`config.mk`:
```
export PLATFORM = sky130hd
export DESIGN_NAME = mesh_port_arbiter
export DESIGN_NICKNAME = d
export VERILOG_FILES = /design/src/rtl/mesh_port_arbiter.sv
export SDC_FILE = /design/constraint.sdc
export NUM_CORES = 1
export LEC_CHECK = 0
export ABC_AREA = 1
export CORE_MARGIN = 1
export CORE_UTILIZATION = 46
export CTS_CLUSTER_SIZE = 16
export DETAILED_ROUTE_END_ITERATION = 7
export HOLD_SLACK_MARGIN = 0.02
export PLACE_DENSITY_LB_ADDON = 0.1
export SYNTH_ARGS = -nofsm -noshare
export SYNTH_HDL_FRONTEND = slang
export SYNTH_SLANG_ARGS = --single-unit
```
`constraint.sdc`:
```
create_clock -name clk -period 11.2 [get_ports clk]
set_input_delay 1.12 -clock clk [delete_from_list [all_inputs] [get_ports clk]]
set_output_delay 1.12 -clock clk [all_outputs]
set_load 0.02 [all_outputs]
```
`src/rtl/mesh_port_arbiter.sv`:
```
// mesh_port_arbiter
// Round-robin arbiter that drives one mesh router output port. Up to N input
// FIFOs compete for the port. The winner is popped combinationally, and its head
// packet is loaded into a one-entry output register that the downstream stage
// drains with popin.
// Optional feature: define ARB_GRANT_CNT_EN to add per-input saturating grant
// counters on the grant_cnt output.
module mesh_port_arbiter #(
  parameter int N       = 5,
  parameter int pckg_sz = 40
) (
  input  logic                   clk,
  input  logic                   reset,
  input  logic [N-1:0]           pndng,
  input  logic [N-1:0]           req,
  input  logic [N*pckg_sz-1:0]   data_in,
  output logic [N-1:0]           pop,
  output logic [pckg_sz-1:0]     data_out,
  output logic                   pndng_out,
  input  logic                   popin,
  output logic [$clog2(N)-1:0]   grant_id
`ifdef ARB_GRANT_CNT_EN
  ,
  output logic [N*16-1:0]        grant_cnt
`endif
);

  localparam int IW = $clog2(N);

  typedef enum logic [0:0] {
    ST_EMPTY  = 1'b0,
    ST_LOADED = 1'b1
  } state_t;

  state_t               state_r;
  state_t               state_nxt_s;
  logic [IW-1:0]        ptr_r;
  logic [IW-1:0]        ptr_nxt_s;
  logic [N-1:0]         elig_s;
  logic                 found_s;
  logic [IW-1:0]        win_s;
  logic [IW:0]          scan_sum_s;
  logic [IW-1:0]        scan_idx_s;
  logic                 out_free_s;
  logic                 grant_s;
  logic [pckg_sz-1:0]   sel_data_s;

  assign elig_s     = pndng & req;
  assign out_free_s = (state_r == ST_EMPTY) | popin;
  // reset forces pop low in the same cycle, so a FIFO is never drained while the output is being cleared
  assign grant_s    = reset & out_free_s & found_s;
  assign pndng_out  = (state_r == ST_LOADED);

  // Round-robin scan: first eligible input at or after ptr, wrapping modulo N
  always_comb begin
    found_s    = 1'b0;
    win_s      = {IW{1'b0}};
    scan_sum_s = {(IW+1){1'b0}};
    scan_idx_s = {IW{1'b0}};
    for (int i = 0; i < N; i++) begin
      scan_sum_s = {1'b0, ptr_r} + (IW+1)'(i);
      if (scan_sum_s >= (IW+1)'(N)) begin
        scan_sum_s = scan_sum_s - (IW+1)'(N);
      end else begin
        scan_sum_s = scan_sum_s;
      end
      scan_idx_s = scan_sum_s[IW-1:0];
      if (!found_s && elig_s[scan_idx_s]) begin
        found_s = 1'b1;
        win_s   = scan_idx_s;
      end else begin
        found_s = found_s;
      end
    end
  end

  // Pop decode and winner data mux; pop is one-hot on a grant, otherwise all zero
  always_comb begin
    pop        = {N{1'b0}};
    sel_data_s = {pckg_sz{1'b0}};
    for (int k = 0; k < N; k++) begin
      if (win_s == IW'(k)) begin
        pop[k]     = grant_s;
        sel_data_s = data_in[k*pckg_sz +: pckg_sz];
      end else begin
        pop[k]     = 1'b0;
      end
    end
  end

  // Pointer advances past the winner, wrapping from N-1 back to 0
  always_comb begin
    ptr_nxt_s = ptr_r;
    if (win_s == IW'(N-1)) begin
      ptr_nxt_s = {IW{1'b0}};
    end else begin
      ptr_nxt_s = win_s + IW'(1);
    end
  end

  // Next state: a grant fills the slot; a drain with no new grant empties it
  always_comb begin
    state_nxt_s = state_r;
    case (state_r)
      ST_EMPTY: begin
        if (found_s) begin
          state_nxt_s = ST_LOADED;
        end else begin
          state_nxt_s = ST_EMPTY;
        end
      end
      ST_LOADED: begin
        if (!popin) begin
          state_nxt_s = ST_LOADED;
        end else if (found_s) begin
          state_nxt_s = ST_LOADED;
        end else begin
          state_nxt_s = ST_EMPTY;
        end
      end
      default: state_nxt_s = ST_EMPTY;
    endcase
  end

  // State register with synchronous active-low reset
  always_ff @(posedge clk) begin
    if (!reset) begin
      state_r <= ST_EMPTY;
    end else begin
      state_r <= state_nxt_s;
    end
  end

  // Output slot and pointer; all of them hold unless a grant is issued
  always_ff @(posedge clk) begin
    if (!reset) begin
      data_out <= {pckg_sz{1'b0}};
      grant_id <= {IW{1'b0}};
      ptr_r    <= {IW{1'b0}};
    end else if (grant_s) begin
      data_out <= sel_data_s;
      grant_id <= win_s;
      ptr_r    <= ptr_nxt_s;
    end else begin
      data_out <= data_out;
      grant_id <= grant_id;
      ptr_r    <= ptr_r;
    end
  end

`ifdef ARB_GRANT_CNT_EN
  // Per-input grant counters that saturate at all-ones
  always_ff @(posedge clk) begin
    for (int k = 0; k < N; k++) begin
      if (!reset) begin
        grant_cnt[k*16 +: 16] <= 16'h0000;
      end else if (pop[k] && (grant_cnt[k*16 +: 16] != 16'hFFFF)) begin
        grant_cnt[k*16 +: 16] <= grant_cnt[k*16 +: 16] + 16'h0001;
      end else begin
        grant_cnt[k*16 +: 16] <= grant_cnt[k*16 +: 16];
      end
    end
  end
`endif

endmodule

```
# Yosys cells after proc, flatten, opt, wreduce, memory -nomap -nowiden
# Index checks and enable logic that the tools add are counted.
word_totals:
  wordCells: 81
  ff_bits: 47
  out_inout_bits: 49
  input_bits: 213
classes:
  mux: 39
  reduce_logical: 9
  bitwise: 5
  n_addsub: 10
  eq_ne: 4
  order_cmp: 10
op_table:
  columns: ["operator", "n"]
  rows:
  - ["$mux 40", 5]
  - ["$mux 3", 11]
  - ["$lt 3x4->1 const B", 5]
  - ["$mux 1", 17]
  - ["$ge 4x3->1 const B", 4]
  - ["$bmux 1 s3", 5]
  - ["$sub 3x3->3 const B", 5]
  - ["$add 3x2->4 const B", 2]
  - ["$eq 3x2->1 const B", 2]
  - ["$and 5x5->5", 1]
  - ["$add 3x1->4 const B", 1]
  - ["$add 3x3->4 const B", 1]
  - ["$logic_and 1x1->1", 4]
  - ["$logic_not 1->1", 4]
  - ["$add 3x1->3 const B", 1]
  - ["$eq 3x1->1 const B", 1]
  - ["$eq 3x3->1 const B", 1]
  - ["$ge 3x3->1 const B", 1]
  - ["$logic_not 3->1", 1]
  - ["$and 1x1->1", 2]
  - ["$pmux 1 s2", 1]
  - ["$not 1->1", 1]
  - ["$or 1x1->1", 1]

# Longest topological paths before layout
logic_depth:
  word_depth: 23
  depth_mapped: 31

# Worst setup path before layout
# No wires, ideal clock.
synth_timing:
  path_kind: "register -> output"
  startpoint: "register ptr_r[0]"
  endpoint: "output port pop[3]"
  n_path_buf: 2
  setup_slack_ns: 6.688
  arrival_time_ns: 3.392
  stages_incl_launch_ff: 24
  required_time_ns: 10.080
  cell_sequence: "dfxtp_1 -> inv_2 -> ha_1 -> inv_1 -> fa_1 -> inv_1 -> nand2_1 -> nand2_1 -> nand2_1 -> nand2_1 -> inv_1 -> nand3_1 -> nand2_1 -> nand2_1 -> nand2_1 -> nor2_1 -> nand3_1 -> o211ai_1 -> ha_1 -> ha_1 -> clkbuf_1 -> inv_1 -> buf_1 -> nor2_1"
synth_via:
  elab_chain_cells: 19
synth_rtl:
  columns: ["item", "line_no", "source"]
  rows:
  - ["from (decl)", "37", "logic [IW-1:0] ptr_r;"]
  - ["from (signal assigned)", "139", "ptr_r <= {IW{1'b0}};"]
  - ["from (signal assigned)", "143", "ptr_r <= ptr_nxt_s;"]
  - ["from (signal assigned)", "147", "ptr_r <= ptr_r;"]
  - ["branches (longest 16 deep; another with $add 3x1->4)", null, null]
  - ["$mux 3 *", "68", "if (!found_s && elig_s[scan_idx_s]) begin"]
  - ["net win_s[0]", "41", "logic [IW-1:0] win_s;"]
  - ["$eq 3x2->1 *", "82", "if (win_s == IW'(k)) begin"]
  - ["$mux 1 *", "82", null]
  - ["to (decl)", "17", "output logic [N-1:0] pop,"]
# Mark *: on every way through the listed nets, which the timed path passes. The select of a mux whose other input is x is not followed.

# Final worst setup path
layout_timing:
  startpoint: "register ptr_r[0]"
  endpoint: "output port pop[4]"
layout_via:
  elab_chain_cells: 19
layout_rtl:
  columns: ["item", "line_no"]
  rows:
  - ["branches (longest 16 deep; another with $add 3x1->4)", null]
  - ["$mux 3 *", "68"]
  - ["net win_s[0]", "41"]
  - ["$eq 3x3->1 *", "82"]
  - ["$mux 1 *", "82"]
# Marks and branches as above.

==> results by stage <==
Final layout:
- The commonest non-fill, non-tap cell in the layout is nand2_1.
- The share of final-layout standard cells stronger than drive strength 1 is 4.584%.
- Cells fill 69.88% of the core in the end.
- The antenna diode count is 0.
- The fill cell instance count of the final layout is 1135.
- In the layout the commonest cells are nand2_1 (356), clkdlybuf4s50_1 (261), inv_1 (225).
- In the final design database the tool counted 1535 nets.
- The synthesis-to-finish area growth is 47.53%.

Setup path:
- The kind of cell with the highest combined delay along the critical path is buffers and inverters.
- The biggest fanout along the worst timing path is 83.
- The signal on the critical path passes through inv_2 -> ha_1 -> ha_1 -> o21ai_1 -> nand3_1 -> nand2_1 -> nand2_1 -> nand3_1 -> nand2_2 -> a21oi_4 -> nand3_1 -> o211ai_1 -> inv_1 -> ha_2 -> nand3_2 -> buf_4 -> nor2_1 -> clkdlybuf4s50_1.
- The nature of the critical path startpoint is a flop.
- The critical path arrival is 5.36 ns.
- The startpoint of the worst setup timing path is ptr_r[0].
- The endpoint required time on the critical path is 10.08 ns.
- The critical path class is reg -> out.
- STA classifies the critical path endpoint as a primary output.
- The critical path buffer and inverter count is 4.
- Among the stages of the critical path, the cell type that occurs most often is nand3_1.
- For this design, the slowest cell found on the critical path is dfxtp_1.
- In this design, the stage delay of the slowest critical-path cell is 0.71 ns.
- The worst flop-to-flop path startpoint is ptr_r[0].

Route:
- The DRC marker count from the first detailed-route iteration is 621.
- In the routed layout, each cell is associated on average with a via count of 4.876.
- The detailed-route DRC error count is 0.
- The first TritonRoute pass finished after 5 iterations.
- Dividing the detail-routed wire length by the instance count gives 13.79 um.
- Across all layers, the routed design uses 7202 vias.
- After detailed routing, the total wire length is 20370 um.
- Once detail routing completed, the nets flagged for antenna violations numbered 0.

Global route:
- The all-layer global routing usage is 31.28%.
- The number of antenna violations at the first check in global routing is 0.
- The first global-routing pass estimated 31880 um of wire.
- The pin count of the biggest net entering global routing is 105.
- The number of global-route vias before repair is 6416.
- Global routing finished with a remaining overflow of 0.

CTS:
- The clock transition at the register clock pins on the worst setup and hold paths after CTS is 0.08 ns.
- The post-cts gate resize count is 0.
- Clock tree synthesis inserted a total of 5 buffers.
- The CTS tree is done.
- In this run the clock root is driven by a clkbuf_16.
- Post-CTS timing repair inserted 0 buffers for setup.
- The later pin in the worst-skew pair is clocked with a latency of 0.30 ns.
- In this run, post-CTS hold repair placed 0 buffers.
- The tree built by TritonCTS fans out to 47 sinks.
- The level count of the clock H-tree is 2.
- The maximum count of clock buffers along a single path is 2.

Synth:
- The number of different library cells in the post-synthesis netlist is 33.
- The sequential fraction of the synthesis area is 16.47%.
- For this run, the number of Yosys warnings is 0.
- The average footprint of a synthesized cell is 5.194 um^2.
- In the synthesized netlist, the number of instances is 1100.
- The synthesized cell area is 0.005713 mm^2.
- The synthesized design contains 47 register bits.
- The total nets after synthesis is 1327.

Pwr:
- Cell internal power was estimated by the tool at 1295 uW.
- The clock share of power is 5.9%.
- Overall power consumption after layout is estimated at 3233 uW.
- The worst-case IR drop observed on VDD is 0.5404 mV.
- Summed over all nets, the switching power comes to 1939 uW.
- The fraction of power spent switching nets is 59.96%.
- In this run the static leakage power is 0.004451 uW.
- Combinational logic is responsible for 86.9% of the overall power.
- Registers are responsible for 7.2% of the overall power.
- For this design the ratio of total power to cell area is 383.6 mW/mm^2.

Timing:
- The total count of hold-check failures in the final report came to 0.
- Between clock sinks in the finished design, the worst skew comes to 0.005659 ns.
- Of the available clock period, the critical path in the final layout requires 57.86%.
- The sum of negative setup slack is 0 ns.
- The count of pins over their slew limit is 0.
- At the pin with the least slew margin, the transition time is 1.003 ns.
- Setup repair after global routing left no endpoint under its margin.
- Counting I/O delays and the setup requirement, the final critical path takes 6.481 ns.
- The worst pin sits at a relative slew slack of 33.15%.
- Setup violations remaining at the end of the flow were counted as 0.
- Derived from the worst setup path, the maximum achievable clock frequency is 154.3 MHz.

Placement:
- The post-DP HPWL is 14680 um.
- During placement, the flow inserted port buffers numbering 261.
- Routability-driven placement finished with a final weighted congestion of 0.9273.

Hold path:
- The origin of the worst min-delay path is data_out[23].
- The class of the tightest hold or removal check is reg -> reg.

Floorplan:
- The floorplan step defined a core boundary enclosing 0.01206 mm^2.
- The die outline area is 0.01287 mm^2.
- The top-level port count is 262.
- The starting utilization of the core area is 47.37%.
- In this run the vertical extent of the chip is 113.4 um.
- In this run the horizontal extent of the chip is 113.4 um.
- The floorplan has 40 rows.

Status:
- The flow ran to the end, and the final reports show no timing, DRC or antenna violations.

Run:
- The number of violations of the max-capacitance limit is 0.
per-stage QoR:
step | cells | hold slack (ns) | instance area, um^2 | setup slack [ns]
floorplan | 1100 | 0.5450 | 5713 | 6.688
global placement | 1469 | 0.4524 | 8250 | 5.114
detailed placement | 1469 | 0.4558 | 8250 | 5.028
CTS | 1477 | 0.4675 | 8428 | 4.700
global route | 1477 | 0.4823 | 8428 | 4.260
finish | 1477 | 0.4679 | 8428 | 4.719
tightest hold or removal path, stage by stage (launching register included):
cell     delay (ns)
dfxtp_1        0.31
nand2_1        0.06
a21oi_1        0.05
cells by family after synthesis:
group	count (synthesis)	share of synthesized area [%]
adders and majority gates	14	3.198
and+or+nand+nor	632	48.44
buffers and inverters	300	21.59
DFF	47	16.47
AOI/OAI and AO/OA	106	10.14
xor gates and xnor gates	1	0.1533
worst paths after layout:
check                 end  slack [ns]  cells past startpoint
max                pop[4]        4.72                     18
min          data_out[23]        0.47                      2
max reg2reg  data_out[29]        6.09                     22
min reg2reg  data_out[23]        0.47                      2
per-layer routing:
metal	track usage, %	up-vias	part of all wire, %
li1	-	3759	-
met1	37.24	3106	41
met2	54.64	296	48
met3	7.067	41	8.5
met4	12.19	0	3.1
met5	0	-	0
flip-flops by register name (all words and copies together) (netlist names):
register   flops
data_out      40
grant_id       3
pndng_out      1
ptr_r          3
synth_stat cells, drive strengths merged:
cell | number | area share (%)
nand2 | 365 | 25
nor2 | 57 | 3.9
o22ai | 1 | 0.11
xor2 | 1 | 0.15
a22oi | 1 | 0.13
inv | 231 | 15
nand4 | 5 | 0.66
nor3 | 1 | 0.088
o211ai | 3 | 0.39
clkbuf | 32 | 2.1
o21ai | 54 | 4.7
dfxtp | 47 | 16
a21oi | 46 | 4.6
clkinv | 1 | 0.066
o2111ai | 1 | 0.15
ha | 13 | 2.8
buf | 36 | 4.2
nand3 | 204 | 19
fa | 1 | 0.35
layout make-up:
| class | instances | area [um^2] | area share [%] |
|---|---|---|---|
| clock buffer | 6 | 138.9 | 1.648 |
| clock inverter | 2 | 38.79 | 0.4602 |
| inverter | 232 | 870.8 | 10.33 |
| multi-input combinational | 753 | 3556 | 42.19 |
| sequential | 47 | 940.9 | 11.16 |
| tap | 168 | 210.2 | 2.494 |
| timing repair buffer | 269 | 2673 | 31.71 |
power by group through the flow:
stage               Combinational (uW)  Clock [uW]  Sequential (uW)
finish                            2810         191              232
global route                      3220         198              235
CTS                               2810         193              232
detailed placement                2800           0              236
global placement                  2760           0              235
floorplan                         2190           0              264
(Power assumes the default switching activity.)
